`config.mk`:
```
export PLATFORM = sky130hd
export DESIGN_NAME = pipe_hazard_ctrl
export DESIGN_NICKNAME = d
export VERILOG_FILES = /design/src/rtl/pipe_hazard_ctrl.sv
export SDC_FILE = /design/constraint.sdc
export NUM_CORES = 1
export LEC_CHECK = 0
export CAP_MARGIN = 5
export CELL_PAD_IN_SITES_DETAIL_PLACEMENT = 1
export CELL_PAD_IN_SITES_GLOBAL_PLACEMENT = 1
export CORE_AREA = 3 3 73 75
export CTS_BUF_LIST = sky130_fd_sc_hd__clkbuf_2 sky130_fd_sc_hd__clkbuf_4 sky130_fd_sc_hd__clkbuf_8
export DETAILED_ROUTE_END_ITERATION = 12
export DIE_AREA = 0 0 76 78
export GPL_ROUTABILITY_DRIVEN = 0
export PLACE_DENSITY_LB_ADDON = 0.1
export SLEW_MARGIN = 20
export SYNTH_ARGS = -nofsm -noshare
export SYNTH_HDL_FRONTEND = slang
export SYNTH_SLANG_ARGS = --single-unit
```
`constraint.sdc`:
```
create_clock -name clk_i -period 4.75 [get_ports clk_i]
set_input_delay 0.475 -clock clk_i [delete_from_list [all_inputs] [get_ports clk_i]]
set_output_delay 0.475 -clock clk_i [all_outputs]
set_load 0.03 [all_outputs]
```
`src/rtl/pipe_hazard_ctrl.sv`:
```
// pipe_hazard_ctrl
//   Hazard controller for an in-order pipeline. It tracks the destination
//   records of the NSTG post-decode stages (stage 1 = EX, stage NSTG = WB),
//   stalls ID on a load-use dependency, picks EX operand forward sources,
//   squashes IF/ID on a taken branch, and freezes while data memory is busy.
//
// Ports
//   clk_i, rst_i               clock, async active-low reset
//   id_valid_i                 ID holds a real instruction
//   id_rs_i/id_rt_i            ID source registers
//   id_use_rs_i/id_use_rt_i    source actually read
//   id_wr_i/id_rd_i/id_load_i  ID destination write, address, load flag
//   br_taken_i                 branch/jump resolved taken in ID
//   mem_busy_i                 data memory not ready; freeze everything
//   pc_write_o/ifid_write_o    PC and IF/ID update enables
//   ifid_flush_o               clear IF/ID
//   bubble_o                   zero ID control into ID/EX
//   fwd_a_o/fwd_b_o            EX operand source: 0 = reg file, k = stage k+1
//   stall_cnt_o/flush_cnt_o    saturating event counters
//
// Build option
//   PIPE_HAZARD_CTRL_STATS_EN  enables the stall/flush counters; without it
//                              both counter outputs are tied to zero.

module pipe_hazard_ctrl #(
  parameter int ADDR_W   = 5,
  parameter int NSTG     = 3,
  parameter int LOAD_LAT = 1,
  parameter int SEL_W    = 2
) (
  input  logic              clk_i,
  input  logic              rst_i,
  input  logic              id_valid_i,
  input  logic [ADDR_W-1:0] id_rs_i,
  input  logic [ADDR_W-1:0] id_rt_i,
  input  logic              id_use_rs_i,
  input  logic              id_use_rt_i,
  input  logic              id_wr_i,
  input  logic [ADDR_W-1:0] id_rd_i,
  input  logic              id_load_i,
  input  logic              br_taken_i,
  input  logic              mem_busy_i,
  output logic              pc_write_o,
  output logic              ifid_write_o,
  output logic              ifid_flush_o,
  output logic              bubble_o,
  output logic [SEL_W-1:0]  fwd_a_o,
  output logic [SEL_W-1:0]  fwd_b_o,
  output logic [15:0]       stall_cnt_o,
  output logic [15:0]       flush_cnt_o
);

  // Stage records. Load flags only matter where a load is not yet
  // forwardable, so they are kept for stages 1..LOAD_LAT only.
  logic [NSTG:1]     st_valid;
  logic [NSTG:1]     st_wr;
  logic [LOAD_LAT:1] st_load;
  logic [ADDR_W-1:0] st_rd [1:NSTG];
  logic [ADDR_W-1:0] ex_rs;
  logic [ADDR_W-1:0] ex_rt;
  logic              ex_use_rs;
  logic              ex_use_rt;

  logic hazard;
  logic busy;

  // Busy is masked by reset so the reset-time outputs stay at their
  // "empty pipeline" values regardless of mem_busy_i.
  assign busy = mem_busy_i & rst_i;

  always_comb begin
    hazard = 1'b0;
    for (int k = 1; k <= LOAD_LAT; k++) begin
      if (st_valid[k] && st_load[k] && st_wr[k] && (st_rd[k] != '0) &&
          ((id_use_rs_i && (st_rd[k] == id_rs_i)) ||
           (id_use_rt_i && (st_rd[k] == id_rt_i)))) begin
        hazard = 1'b1;
      end
    end
    hazard = hazard & id_valid_i;
  end

  assign pc_write_o   = ~(busy | hazard);
  assign ifid_write_o = ~(busy | hazard);
  assign bubble_o     = hazard & ~busy;
  assign ifid_flush_o = br_taken_i & id_valid_i & ~hazard & ~busy & rst_i;

  // Only valid bits need reset; data fields are don't-care while invalid.
  always_ff @(posedge clk_i or negedge rst_i) begin
    if (!rst_i) begin
      st_valid <= '0;
    end else if (!mem_busy_i) begin
      st_valid <= {st_valid[NSTG-1:1], id_valid_i & ~hazard};
    end
  end

  // A bubble also clears its control bits so a squashed slot can never
  // request a forward or look like a pending load.
  always_ff @(posedge clk_i) begin
    if (!mem_busy_i) begin
      ex_rs      <= id_rs_i;
      ex_rt      <= id_rt_i;
      ex_use_rs  <= id_use_rs_i & ~hazard;
      ex_use_rt  <= id_use_rt_i & ~hazard;
      st_wr[1]   <= id_wr_i & ~hazard;
      st_rd[1]   <= id_rd_i;
      st_load[1] <= id_load_i & ~hazard;
      for (int k = 2; k <= NSTG; k++) begin
        st_wr[k] <= st_wr[k-1];
        st_rd[k] <= st_rd[k-1];
      end
      for (int k = 2; k <= LOAD_LAT; k++) begin
        st_load[k] <= st_load[k-1];
      end
    end
  end

  // Walk from the oldest stage to the youngest so the youngest match wins.
  always_comb begin
    fwd_a_o = '0;
    fwd_b_o = '0;
    for (int k = NSTG; k >= 2; k--) begin
      if (st_valid[k] && st_wr[k] && (st_rd[k] != '0)) begin
        if (ex_use_rs && (st_rd[k] == ex_rs)) fwd_a_o = SEL_W'(k - 1);
        if (ex_use_rt && (st_rd[k] == ex_rt)) fwd_b_o = SEL_W'(k - 1);
      end
    end
  end

`ifdef PIPE_HAZARD_CTRL_STATS_EN
  logic [15:0] stall_cnt;
  logic [15:0] flush_cnt;

  always_ff @(posedge clk_i or negedge rst_i) begin
    if (!rst_i) begin
      stall_cnt <= '0;
      flush_cnt <= '0;
    end else begin
      if ((hazard || mem_busy_i) && (stall_cnt != 16'hFFFF))
        stall_cnt <= stall_cnt + 16'd1;
      if (ifid_flush_o && (flush_cnt != 16'hFFFF))
        flush_cnt <= flush_cnt + 16'd1;
    end
  end

  assign stall_cnt_o = stall_cnt;
  assign flush_cnt_o = flush_cnt;
`else
  assign stall_cnt_o = 16'h0000;
  assign flush_cnt_o = 16'h0000;
`endif

endmodule
```
Word level (Yosys, flattened, before mapping)
Memories as Yosys holds them, arrays and structs flattened.
Index checks and enable logic that the tools add are counted.
- reduce and logical (&&, ||, !) cells: 18
- multiplexer cells: 10
- equality and inequality tests: 6
- bitwise logic cells: 16
- operator list (cell ; count):
    5-bit equality test ; 6
    2-bit two-way mux ; 8
    5-bit nonzero test ; 3
    1-bit logical AND ; 14
    1-bit bitwise AND ; 12
    1-bit NOT ; 3
    1-bit two-way mux ; 2
    1-bit logical OR ; 1
    1-bit OR ; 1
- output and inout port bits: 40
- register bits: 19
- RAM bits: 15
- memories kept: 1
- memories (name ; words ; width ; read ports ; clocked after Yosys merged registers in ; wr ports ; RTL line ; RTL):
    st_rd ; 3 ; 5 ; 3 ; 0 ; 3 ; 58 ; logic [ADDR_W-1:0] st_rd [1:NSTG];

Longest topological paths before layout
An unclocked memory read counts as a cell.
- depth in word-level cells: 11
- gate-level depth with buffers: 5
- depth with buffers taken out: 4

Worst setup path after synthesis
OpenSTA, ideal clock, no wires.
- path kind: register to output
- start: reg, netlist name st_rd[0][6]
- end: out pc_write_o
- data required time: 4.275 ns
- arrival: 2.296 ns
- stages on the path, launching flop included: 6
- path buffers: 1
- setup slack: 1.979 ns
- cell sequence: edfxtp_1 > or4_1 > nor2_1 > nor3_1 > a21boi_0 > buf_4
- RTL lines (item ; RTL line ; RTL):
    end, declared ; 43 ; output logic pc_write_o,

==> metrics.txt <==
outcome completed; slew at the pin closest to its max-slew limit 0.512 ns; f_max between 300 and 400 MHz; H-tree levels 2; first-pass GRT wire length approximately 5300 um; Avg Vias per Cell ~4.3; startpoint class of the critical path flip-flop; Slew Viols, Final 0; largest net degree at the start of global routing 34; CTS tree yes; setup repair after global routing missed its margin no; min-delay worst type in -> async; Sinks on Clock Net 34; distinct cell type count of the synthesized netlist 23; DPL Wire Length 2710 um; Final ANT Viol Nets 0; Nets a little over 200; Initial Util 0.377; Layout Utilization 0.452; Critical Path AT 2.62 ns; initial antenna violation count 0; vias in the first global route between 1,000 and 1,500; CTS clk-pin slew, worst paths about 0.060 ns; Congestion Overflow GR 0; slew margin rel. 0.658; Ports 64; P_int 0.506 mW; TritonCTS buffer count 5; endpoints failing setup 0; PortBufs 31; Root Buffer clkbuf_8; Clk pwr share 0.297; num rows 25; cell-by-cell trace of the critical path or4_1 > nor2_1 > nor3_1 > a21boi_0 > clkdlybuf4s50_1; Sw Ratio 0.271; synthesis-to-layout area growth 20.0%; Synth warnings 0; CP Class reg -> out; setup TNS 0 ns; routed length per instance 13.3 um; clk_skew 0.00528 ns; Chip Height roughly 78 um; Worst-Skew Late Latency ~0.29 ns; post-layout min period about 3.1 ns; Seq pwr share 0.541; max incr delay on CP 0.72 ns; Max Cap Viol 0; DRC 0; hold_buf cts 0; Pleak between 0.7 and 0.8 nW; synthesized area per cell 12.5 sq um; Horiz. Die Dim ~76 um; Die Area 0.00593 sq mm; VDD IR-drop max 0.133 mV; CTS resizes 0; sw power approximately 0.19 mW; total number of vias about 1,100; WP data required roughly 4.3 ns; Yosys reg bits 34; combinational power share 0.162; core area between 0.004 and 0.005 sq mm; Syn Inst Count ~140; Mapped Area around 0.0018 sq mm; setup repair bufs after CTS 0; final hold vios 0; GRT Total Usage 0.117; share of cells above drive strength 1 0.0611; Detailed Route WL between 3000 and 4000 um; critical path capture point type primary output; 1st-pass router iterations 3; Pwr Density around 330 mW/mm^2; initial drt markers 17; period utilization 0.651; flop2flop setup slack 3.01 ns; critical path's slowest cell clkdlybuf4s50_1; ant diodes 0; Worst Path Max Fanout 6; post-synthesis sequential area ratio 0.565; clk buf depth 2
## through the flow
| stage | power, mW | area (sq um) | setup slack, ns | cells | hold slack (ns) |
|---|---|---|---|---|---|
| after floorplan | 0.475 | 1900 | 1.98 | 173 | 0.179 |
| after global placement | 0.493 | 2050 | 1.70 | 239 | 0.452 |
| after detailed placement | 0.496 | 2050 | 1.66 | 239 | 0.447 |
| after CTS | 0.704 | 2140 | 1.59 | 247 | 0.403 |
| after global routing | 0.732 | 2140 | 1.46 | 247 | 0.412 |
| final | 0.695 | 2140 | 1.66 | 247 | 0.412 |
## sequential cells by signal, summed over array words and instances (netlist names)
| signal | count |
|---|---|
| st_rd | 15 |
| ex_rs | 5 |
| st_load | 1 |
| ex_rt | 5 |
| ex_use_rt | 1 |
| st_valid | 3 |
| st_wr | 3 |
| ex_use_rs | 1 |
## final timing paths
kind                                  start            to  cells past startpoint
worst max-delay path            st_rd[0][6]  ifid_write_o                      5
worst min-delay path                  rst_i   st_valid[3]                      1
worst max register to register  st_rd[0][6]     ex_use_rs                      4
worst min register to register     st_wr[1]      st_wr[2]                      0
max in group asynchronous             rst_i   st_valid[1]                      1
min in group clk_i                 st_wr[1]      st_wr[2]                      0
## synth_stat cells (all sizes together)
master	instances	area share
nand3	2	0.0056
o211ai	2	0.011
xnor2	22	0.11
mux2	1	0.0063
nor2	1	0.0021
xor2	8	0.039
nor3b	1	0.0042
a21boi	5	0.021
o22ai	1	0.0035
edfxtp	31	0.52
buf	33	0.14
mux2i	1	0.0056
or4	3	0.013
dfrtp	3	0.042
and3	1	0.0035
nor3	6	0.017
conb	1	0.0021
a21oi	2	0.0056
nand2	10	0.021
inv	1	0.0021
nor4	2	0.0070
nand4	5	0.018
## metal layers
layer,global-route usage,wire (um),up-vias
met2,0.195,1620,49
met4,0.0543,59,0
met5,0,0,-
li1,-,-,513
met3,0.0371,240,6
met1,0.137,1370,501
## power by group through the flow
| stage | clock network, mW | logic, mW | registers, mW |
|---|---|---|---|
| 6_report | 0.206 | 0.113 | 0.376 |
| 5_1_grt | 0.231 | 0.122 | 0.380 |
| 4_1_cts | 0.214 | 0.113 | 0.377 |
| 3_5_place_dp | 0 | 0.113 | 0.383 |
| 3_3_place_gp | 0 | 0.111 | 0.382 |
| 2_1_floorplan | 0 | 0.0997 | 0.375 |
## layout make-up
class	instances	area [sq um]
fillers	518	2590
flip-flops and latches	34	1010
multi-input cells	105	639
repair buffers	32	318
well taps	67	83.8
clock buffers	6	76.3
clock inverters	2	10.0
inverters	1	3.75
## critical path, delay by kind of cell, from the launching register on
kind / cells / cell delay [ns]
flops: 1 / 0.46
simple gates: 3 / 0.90
compound gates: 1 / 0.25
buf+inv: 1 / 0.72
## placed cells by master (no fill, tap or decap), drive strengths merged
| cell | n |
|---|---|
| conb | 32 |
| edfxtp | 31 |
| clkdlybuf4s50 | 31 |
| xnor2 | 22 |
| nand2 | 10 |
| xor2 | 8 |
| nor3 | 6 |
| clkbuf | 6 |
| nand4 | 5 |
| a21boi | 5 |
| or4 | 3 |
| dfrtp | 3 |
| a21oi | 2 |
| nor4 | 2 |
| nand3 | 2 |
| clkinv | 2 |
| o211ai | 2 |
| o22ai | 1 |
| nor2 | 1 |
| and3 | 1 |
| nor3b | 1 |
| inv | 1 |
| mux2 | 1 |
| mux2i | 1 |
| buf | 1 |
## cells by family after synthesis
| family | Yosys count | share of synthesized area |
|---|---|---|
| compound gates | 10 | 0.0415 |
| xor+xnor | 30 | 0.148 |
| buf+inv | 34 | 0.141 |
| flops | 34 | 0.565 |
| mux | 2 | 0.0119 |
| other cells | 1 | 0.00211 |
| simple gates | 31 | 0.0907 |
(Power assumes the default switching activity.)
